==> src/rtl/sat_pkg.sv <==
// ---------------------------------------------------------------------------
// Module  : sat_pkg
// Purpose : Shared sizing constants and FSM state type for the clause scanner.
// Rev     : 1.0  initial release
// ---------------------------------------------------------------------------
`default_nettype none

package sat_pkg;

  // Base configuration
  localparam int NUM_CLAUSES           = 64;
  localparam int VAR_ID_BITS           = 8;
  localparam int NUM_CLAUSES_PER_CYCLE = 16;
  localparam int NUM_VARS_PER_CLAUSE   = 3;

  // Derived widths
  localparam int NUM_SLICES    = NUM_CLAUSES / NUM_CLAUSES_PER_CYCLE;
  localparam int ADDR_BITS     = (NUM_SLICES > 1) ? $clog2(NUM_SLICES) : 1;
  localparam int MEMORY_WIDTH  = (VAR_ID_BITS + 1) * NUM_VARS_PER_CLAUSE * NUM_CLAUSES_PER_CYCLE;
  localparam int BITMASK_WIDTH = NUM_VARS_PER_CLAUSE * NUM_CLAUSES_PER_CYCLE;
  localparam int CNT_BITS      = $clog2(NUM_CLAUSES * NUM_VARS_PER_CLAUSE + 1);

  // Scan sequencer states
  typedef enum logic [1:0] {
    IDLE  = 2'd0,
    READ  = 2'd1,
    DRAIN = 2'd2,
    DONE  = 2'd3
  } state_e;

endpackage

`default_nettype wire

==> src/rtl/bit_popcount.sv <==
// ---------------------------------------------------------------------------
// Module  : bit_popcount
// Purpose : Combinational population count of a WIDTH-bit vector.
// Rev     : 1.0  initial release
// ---------------------------------------------------------------------------
`default_nettype none

module bit_popcount #(
  parameter  int WIDTH      = 8,
  localparam int COUNT_BITS = $clog2(WIDTH + 1)
) (
  input  logic [WIDTH-1:0]      bits,
  output logic [COUNT_BITS-1:0] count
);

  // Sum every set bit; the count width always holds WIDTH without wrapping
  always_comb begin
    count = '0;
    for (int i = 0; i < WIDTH; i++) begin
      count = count + COUNT_BITS'(bits[i]);
    end
  end

endmodule

`default_nettype wire

==> src/rtl/clause_scanner.sv <==
// ---------------------------------------------------------------------------
// Module  : clause_scanner
// Purpose : Latches one variable assignment, walks clause memory slice by
//           slice into the comparator, streams the falsified-literal masks
//           and reports the total falsified-literal count per scan.
// Rev     : 1.0  initial release
// ---------------------------------------------------------------------------
`default_nettype none

module clause_scanner #(
  parameter  int NUM_CLAUSES           = sat_pkg::NUM_CLAUSES,
  parameter  int VAR_ID_BITS           = sat_pkg::VAR_ID_BITS,
  parameter  int NUM_CLAUSES_PER_CYCLE = sat_pkg::NUM_CLAUSES_PER_CYCLE,
  parameter  int NUM_VARS_PER_CLAUSE   = sat_pkg::NUM_VARS_PER_CLAUSE,
  localparam int NUM_SLICES    = NUM_CLAUSES / NUM_CLAUSES_PER_CYCLE,
  localparam int ADDR_BITS     = (NUM_SLICES > 1) ? $clog2(NUM_SLICES) : 1,
  localparam int MEMORY_WIDTH  = (VAR_ID_BITS + 1) * NUM_VARS_PER_CLAUSE * NUM_CLAUSES_PER_CYCLE,
  localparam int BITMASK_WIDTH = NUM_VARS_PER_CLAUSE * NUM_CLAUSES_PER_CYCLE,
  localparam int CNT_BITS      = $clog2(NUM_CLAUSES * NUM_VARS_PER_CLAUSE + 1)
) (
  input  logic                             clk,
  input  logic                             rst_n,
  // assignment request
  input  logic                             req_valid,
  output logic                             req_ready,
  input  logic [VAR_ID_BITS-1:0]           req_var_id,
  input  logic                             req_var_val,
  // clause memory read port
  output logic                             mem_rd_en,
  output logic [ADDR_BITS-1:0]             mem_rd_addr,
  input  logic [MEMORY_WIDTH-1:0]          mem_rd_data,
  // comparator interface
  output logic [VAR_ID_BITS-1:0]           cmp_var_id,
  output logic                             cmp_var_val,
  output logic [MEMORY_WIDTH-1:0]          cmp_memory_slice,
  input  logic [BITMASK_WIDTH-1:0]         cmp_bitmask,
  // result stream
  output logic                             res_valid,
  output logic [ADDR_BITS-1:0]             res_slice_idx,
  output logic [BITMASK_WIDTH-1:0]         res_bitmask,
  output logic [NUM_CLAUSES_PER_CYCLE-1:0] res_clause_hit,
  output logic                             res_last,
  output logic                             done,
  output logic [CNT_BITS-1:0]              hit_count
);

  import sat_pkg::state_e;
  import sat_pkg::IDLE;
  import sat_pkg::READ;
  import sat_pkg::DRAIN;
  import sat_pkg::DONE;

  localparam int                   POP_BITS  = $clog2(BITMASK_WIDTH + 1);
  localparam logic [ADDR_BITS-1:0] LAST_ADDR = ADDR_BITS'(NUM_SLICES - 1);

  // A partial final slice has no defined layout, so refuse to build one
  generate
    if ((NUM_CLAUSES % NUM_CLAUSES_PER_CYCLE) != 0) begin : g_bad_cfg
      $error("clause_scanner: NUM_CLAUSES must be a multiple of NUM_CLAUSES_PER_CYCLE");
    end
  endgenerate

  state_e                state;
  state_e                next_state;
  logic                  accept;
  logic [ADDR_BITS-1:0]  rd_addr;
  logic [1:0]            drain_cnt;
  logic                  rd_pend;      // read data arrives this cycle
  logic [ADDR_BITS-1:0]  rd_pend_idx;
  logic                  s1_valid;     // cmp_memory_slice holds a fresh slice
  logic [ADDR_BITS-1:0]  s1_idx;
  logic [CNT_BITS-1:0]   acc;
  logic [POP_BITS-1:0]   pop_count;

  assign accept      = req_valid & req_ready;
  assign mem_rd_addr = rd_addr;
  assign hit_count   = acc;

  // State register
  always_ff @(posedge clk or negedge rst_n) begin
    if (!rst_n) state <= IDLE;
    else        state <= next_state;
  end

  // Next-state: READ walks every slice, DRAIN covers memory + S1 + S2 latency
  always_comb begin
    next_state = state;
    case (state)
      IDLE:    if (accept) next_state = READ;
      READ:    if (rd_addr == LAST_ADDR) next_state = DRAIN;
      DRAIN:   if (drain_cnt == 2'd2) next_state = DONE;
      DONE:    next_state = IDLE;
      default: next_state = IDLE;
    endcase
  end

  // FSM-decoded outputs
  always_comb begin
    req_ready = (state == IDLE);
    mem_rd_en = (state == READ);
    done      = (state == DONE);
  end

  // Read address stepping and drain-cycle counting
  always_ff @(posedge clk or negedge rst_n) begin
    if (!rst_n) begin
      rd_addr   <= '0;
      drain_cnt <= '0;
    end else begin
      if (accept) begin
        rd_addr <= '0;
      end else if (state == READ && rd_addr != LAST_ADDR) begin
        rd_addr <= rd_addr + 1'b1;
      end
      if (state == DRAIN) drain_cnt <= drain_cnt + 2'd1;
      else                drain_cnt <= '0;
    end
  end

  // Latch the assignment on accept and hold it for the whole scan
  always_ff @(posedge clk or negedge rst_n) begin
    if (!rst_n) begin
      cmp_var_id  <= '0;
      cmp_var_val <= 1'b0;
    end else if (accept) begin
      cmp_var_id  <= req_var_id;
      cmp_var_val <= req_var_val;
    end
  end

  // S1: capture memory data one cycle after the strobe; slice is otherwise held
  always_ff @(posedge clk or negedge rst_n) begin
    if (!rst_n) begin
      rd_pend          <= 1'b0;
      rd_pend_idx      <= '0;
      s1_valid         <= 1'b0;
      s1_idx           <= '0;
      cmp_memory_slice <= '0;
    end else begin
      rd_pend     <= mem_rd_en;
      rd_pend_idx <= rd_addr;
      s1_valid    <= rd_pend;
      if (rd_pend) begin
        s1_idx           <= rd_pend_idx;
        cmp_memory_slice <= mem_rd_data;
      end
    end
  end

  bit_popcount #(
    .WIDTH (BITMASK_WIDTH)
  ) u_popcount (
    .bits  (cmp_bitmask),
    .count (pop_count)
  );

  // S2: register the comparator result and accumulate its falsified literals
  always_ff @(posedge clk or negedge rst_n) begin
    if (!rst_n) begin
      res_valid     <= 1'b0;
      res_slice_idx <= '0;
      res_bitmask   <= '0;
      res_last      <= 1'b0;
      acc           <= '0;
    end else begin
      res_valid <= s1_valid;
      res_last  <= s1_valid && (s1_idx == LAST_ADDR);
      if (s1_valid) begin
        res_slice_idx <= s1_idx;
        res_bitmask   <= cmp_bitmask;
      end
      if (accept)        acc <= '0;
      else if (s1_valid) acc <= acc + CNT_BITS'(pop_count);
    end
  end

  // Per-clause summary: a clause is hit when any of its literals is falsified
  always_comb begin
    res_clause_hit = '0;
    for (int c = 0; c < NUM_CLAUSES_PER_CYCLE; c++) begin
      res_clause_hit[c] = |res_bitmask[c*NUM_VARS_PER_CLAUSE +: NUM_VARS_PER_CLAUSE];
    end
  end

endmodule

`default_nettype wire

==> config.mk <==
export PLATFORM = sky130hd
export DESIGN_NAME = clause_scanner
export DESIGN_NICKNAME = d
export VERILOG_FILES = /design/src/rtl/sat_pkg.sv /design/src/rtl/bit_popcount.sv /design/src/rtl/clause_scanner.sv
export SDC_FILE = /design/constraint.sdc
export NUM_CORES = 1
export LEC_CHECK = 0
export CAP_MARGIN = 20
export CORE_AREA = 2 2 395 397
export CTS_CLUSTER_SIZE = 8
export DETAILED_ROUTE_END_ITERATION = 8
export DIE_AREA = 0 0 397 399
export GPL_TIMING_DRIVEN = 0
export SLEW_MARGIN = 20
export SYNTH_ARGS = -nofsm -noshare
export SYNTH_HDL_FRONTEND = slang
export SYNTH_SLANG_ARGS = --single-unit
==> constraint.sdc <==
create_clock -name clk -period 3.3 [get_ports clk]
set_input_delay 0.495 -clock clk [delete_from_list [all_inputs] [get_ports clk]]
set_output_delay 0.495 -clock clk [all_outputs]
set_load 0.005 [all_outputs]
== After elaboration in Yosys (flattened, before gate mapping) ==
Index checks and enable logic that the tools add are counted.
Storage, ports and cells
  bits in registers: 513
  bits of input ports: 492
  output and inout port bits: 522
  logic and storage cells: 107
Cells by class
  add/subtract/negate cells: 50
  equality and inequality tests: 10
  mux-type cells: 9
  bitwise operators: 1
  reductions and logical operators: 22
Operators with widths (number)
  6-bit by 1-bit adder with 6-bit output: 46
  3-bit OR reduction: 16
  8-bit two-way mux: 2
  2-bit two-way mux: 6
  2-bit == test, second input constant: 5
  8-bit by 6-bit adder with 8-bit output: 1
  2-bit case mux with 4 select lines: 1
  2-bit by 1-bit adder with 2-bit output, second input constant: 2
  2-bit by 1-bit inequality test with 1-bit output, second input constant: 2
  2-bit inequality test, second input constant: 2
  2-bit nonzero test: 2
  3-bit AND reduction: 1
  1-bit by 1-bit adder with 2-bit output: 1
  2-bit by 1-bit == test with 1-bit output, second input constant: 1
  1-bit logical AND: 2
  2-bit logical NOT: 1
  1-bit AND: 1

== Depth between registers and ports, before layout ==
  word-level depth: 50
  gate-level depth with buffers: 23
  gate-level depth less buffers: 23

== Modules after synthesis ==
From an unflattened synthesis, not the netlist that was laid out.
Unflattened totals
  cell total of the unflattened synthesis: 1310
  area, all modules: 20764.9 um2
By module, submodules not included
  clause_scanner: instances 1, cells each 1176, area each 19451.2 um2, sequential area each 12837.3 um2
  bit_popcount: instances 1, cells each 134, area each 1313.8 um2, sequential area each 0.0 um2

== Least setup slack after synthesis ==
Ideal clock, no wire load.
  kind: input-to-reg
  from: input port cmp_bitmask[0]
  to: register acc[6], in the netlist hit_count[6]
  library setup time: 0.083 ns
  data arrival time: 6.273 ns
  data required time: 3.217 ns
  setup slack: -3.056 ns
  cell stages on the path: 20
  path buffers: 0
  path through: ha_1 inv_1 fa_1 fa_1 fa_1 fa_1 fa_1 fa_1 fa_1 fa_1 fa_1 inv_1 a21o_1 a21oi_1 xnor2_1 ha_1 o21a_1 o31ai_2 a2111o_1 o21ai_0
On the way
  word-level cells in the longest chain between the ends: 50
RTL lines
  from (decl): line clause_scanner.sv:36  | input logic [BITMASK_WIDTH-1:0] cmp_bitmask,
  1-bit by 1-bit adder with 2-bit output: line bit_popcount.sv:20  | count = count + COUNT_BITS'(bits[i]);
  6-bit by 1-bit adder with 6-bit output (46 in series): line bit_popcount.sv:20
  8-bit by 6-bit adder with 8-bit output: line clause_scanner.sv:173  | else if (s1_valid) acc <= acc + CNT_BITS'(pop_count);
  8-bit two-way mux: line clause_scanner.sv:173
  8-bit two-way mux: line clause_scanner.sv:172  | if (accept) acc <= '0;
  to (signal assigned): line clause_scanner.sv:173
  to (decl): line clause_scanner.sv:72  | logic [CNT_BITS-1:0] acc;
Every way passes these cells. The select of a mux whose other input is x is not followed.
A chain may end at the register's enable or synchronous reset.

== Worst setup path in the final report ==
  from: input port cmp_bitmask[34]
  to: register acc[7], in the netlist hit_count[7]
On the way
  word-level cells in the longest chain between the ends: 17
RTL lines (line)
  6-bit by 1-bit adder with 6-bit output (14 in series): bit_popcount.sv:20
  8-bit by 6-bit adder with 8-bit output: clause_scanner.sv:173
  8-bit two-way mux: clause_scanner.sv:173
  8-bit two-way mux: clause_scanner.sv:172
Every way passes these cells. The select of a mux whose other input is x is not followed.

==> flow_summary_export.csv <==
group,metric,value,unit
routing,viasPerCell,3.450,
floorplan,pin_count,1014,
critical_path,cp_max_fo,3,
critical_path,slowest_stage,"fa_2",
floorplan,rows,144,
placement,dp_slack,-3.731,ns
placement,dp_cells,4371,
global_route,antenna_found_initial,69,
synthesis,synthArstFlopShare,100.0,%
critical_path,crit_top_cell,"fa_1",
status,outcome,"finished with violations",
global_route,grt_use_total,12.32,%
synthesis,synthMuxAreaShare,26.54,%
critical_path,worstSetupStartpointType,"input pin",
synthesis,syn-num-nets,1862,
timing,slew_violations,0,
synthesis,synth_xor_area_share,0.2117,%
layout,syn2layout_area_growth,73.27,%
power,report.power.total,44070,µW
synthesis,synth_area,20690,µm²
placement,placed_area,33590,µm²
routing,ant_nets,0,
cts,cts_buffer_depth,3,
timing,setup_viol,8,
synthesis,ys_seq_area_share,62.05,%
placement,gp_congestion,0.8871,
synthesis,synth_cell_types,36,
critical_path,crit_chain,"clkdlybuf4s15_1 > fa_1 > inv_2 > fa_1 > fa_1 > fa_2 > fa_2 > fa_1 > fa_1 > fa_2 > fa_2 > inv_2 > a21o_1 > a21oi_2 > xnor2_1 > ha_1 > buf_6 > o21a_1 > o2111ai_2 > mux2i_1",
global_route,grt_pass1_wl,134900,µm
timing,hold_viol_final,0,
layout,final_nets,2965,
timing,period_share,181.1,%
placement,port_buffers,1013,
status,violations,"negative setup slack",
routing,wl,101200,µm
power,p_leak,0.01443,µW
critical_path,critPathKind,"input pin to flop",
synthesis,synthCells,1309,
synthesis,ys_warn_count,0,
cts,cts_made_buffers,76,
synthesis,synth_ff_type,"dfrtp_1",
power,ir_drop,0.002252,V
cts,cts_tree,"built",
timing,final.min_clock_period,5.978,ns
critical_path,required,3.85,ns
run,cap_violations,0,
layout,multiInputGateArea,7295,µm²
timing,clock.fmax,167.3,MHz
critical_path,cp.arrival,6.53,ns
synthesis,synth_area_per_cell,15.80,µm²
floorplan,die_x,397,µm
cts,clk_pin_slew,0.05,ns
global_route,grt_max_degree,93,
timing,fin_skew,0.03154,ns
routing,num_vias,15440,
layout,register_area,12840,µm²
synthesis,synthSimpleGateAreaFrac,1.633,%
layout,final_area,35840,µm²
floorplan,fp.dieArea,158400,µm²
synthesis,synth_edf_count,0,
placement,dp_hpwl,84760,µm
power,power_density,1229,nW/µm²
cts,clock_latency,0.67,ns
hold_path,hold_class,"input pin to flop",
layout,fin_util,23.32,%
layout,n_fill_cell,16140,
timing,maxSlewHeadroom,48.80,%
cts,cts_sinks,513,
layout,stdcell_count,4476,
floorplan,die_h,399,µm
routing,first_pass_iters,4,
floorplan,core,153700,µm²
layout,drive_gt1_share,27.48,%
global_route,grt_overflow,0,
floorplan,initial_utilization,13.46,%
cts,cts_root_buf,"clkbuf_16",
timing,worst_pin_slew,0.7680,ns
global_route,grt_pass1_vias,16540,
routing,drc,0,
routing,first_iter_violations,626,
critical_path,critPathTopFamily,"adder cells",
routing,wl_per_cell,22.61,µm
timing,rsz0062_at_grt,"yes",
synthesis,synth_top_family_by_area,"multiplexers",
synthesis,synth-adder-area-share,5.141,%
critical_path,worst-path-buf-inv,4,
cts,h-tree-depth,3,
timing,postLayoutSetupSlackWorst,-2.678,ns
synthesis,synth-compound-area-share,1.046,%
critical_path,max_stage_delay,0.59,ns
synthesis,synth_seq_cells,513,
critical_path,crit_path_end_kind,"flop",
[cells in the final DEF, fill, tap and decap left out, types with 7 or more instances in the layout]
master           instances
buf_2                   29
buf_4                   24
buf_6                   11
clkbuf_16               76
clkdlybuf4s15_1          7
clkdlybuf4s50_1        987
dfrtp_1                513
diode_2                  8
dlygate4sd2_1            8
fa_1                    35
ha_1                    16
inv_1                   71
inv_2                   11
mux2_1                  20
mux2_2                 464
nand2_1                 33
or3_1                   16
[routing by layer]
metal | vias up | GRT usage, % | share of wire, %
li1 | 6713 | - | -
met1 | 7800 | 13.57 | 37
met2 | 708 | 22.25 | 52
met3 | 220 | 4.231 | 8.9
met4 | 2 | 3.558 | 3.0
met5 | - | 0 | 0.019
[where the power goes]
part / leakage (µW) / switching (µW) / internal [µW]
sequential: 0.00605 / 2040 / 9610
combinational: 0.00734 / 10300 / 14800
clock: 0.00104 / 3050 / 4220
[through the flow]
stage               hold slack, ns  TNS [ns]
CTS                       0.009610    -19.47
floorplan                   0.1994    -20.13
detailed placement          0.3721    -26.85
global route               0.04221    -19.70
global placement            0.3661         -
finish                     0.09983    -19.03
[kinds of logic (layout without fill, tap and decap cells)]
kind of cell / count (synthesis) / in the layout
AOI/OAI and AO/OA: 33 / 33
xor gates and xnor gates: 5 / 5
buffers and inverters: 140 / 1255
adders and majority gates: 61 / 61
DFF: 513 / 513
and+or+nand+nor: 69 / 69
muxes: 488 / 488
other: 0 / 8
[synthesized netlist by cell type (2+ instances only)]
master    count  area, µm²
or3_1        16      100.1
buf_6         8      90.09
nor2b_1       3      18.77
nor3_1        2      10.01
a21o_1        4      30.03
buf_2        27      135.1
dfrtp_1     513      12840
nand2b_1      2      12.51
mux2_2      464       5225
mux2i_1       4      40.04
buf_4        21      157.7
mux2_1       20      225.2
ha_1         21      262.8
nor2_1        6      22.52
xnor2_1       5      43.79
clkbuf_1      2      7.510
inv_1        82      307.8
a21oi_1       7      35.03
nand2_1      33      123.9
a211oi_1      3      22.52
o211ai_1      2      15.01
o21a_1        3      22.52
o21ai_0       9      45.04
fa_1         40      800.8
[worst register-to-register path, cell delays in order (launching register included)]
cell,delay (ns)
dfrtp_1,0.34
buf_2,0.47
buf_2,0.71
mux2_2,0.48
[layout make-up]
type / count / share of cell area (%)
multi-input combinational: 656 / 20.35
inverter: 82 / 0.8587
tap: 2044 / 7.135
antenna: 8 / 0.05585
buffer: 58 / 1.089
clock buffer: 77 / 5.344
sequential: 513 / 35.81
timing repair buffer: 1025 / 28.76
clock inverter: 13 / 0.5934
[final timing paths]
check / startpoint / to / slack, ns / depth (start not counted)
worst max register to register: rd_pend / cmp_memory_slice[428] / 1.16 / 3
worst min-delay path: cmp_bitmask[1] / res_bitmask[1] / 0.1 / 2
min in group asynchronous: rst_n / cmp_memory_slice[231] / 0.45 / 2
worst max-delay path: cmp_bitmask[34] / hit_count[7] / -2.68 / 20
worst min register to register: rd_pend / s1_valid / 0.38 / 0
max in group asynchronous: rst_n / cmp_memory_slice[395] / 0.91 / 5
[registers in the layout, summed over array words and instances (netlist names), 2 cells and up]
register	flops
s1_idx	2
cmp_var_id	8
rd_pend_idx	2
hit_count	8
res_slice_idx	2
res_bitmask	48
state	2
cmp_memory_slice	432
mem_rd_addr	2
drain_cnt	2
[repair_timing]
action,CTS,global route
gates resized for setup,51,37
endpoints found under the hold margin,88,0
pin swaps,33,37
hold buffers,1,0
buffers inserted,5,1
endpoints found under the setup margin,8,8
Power figures use the tool's default switching activity.
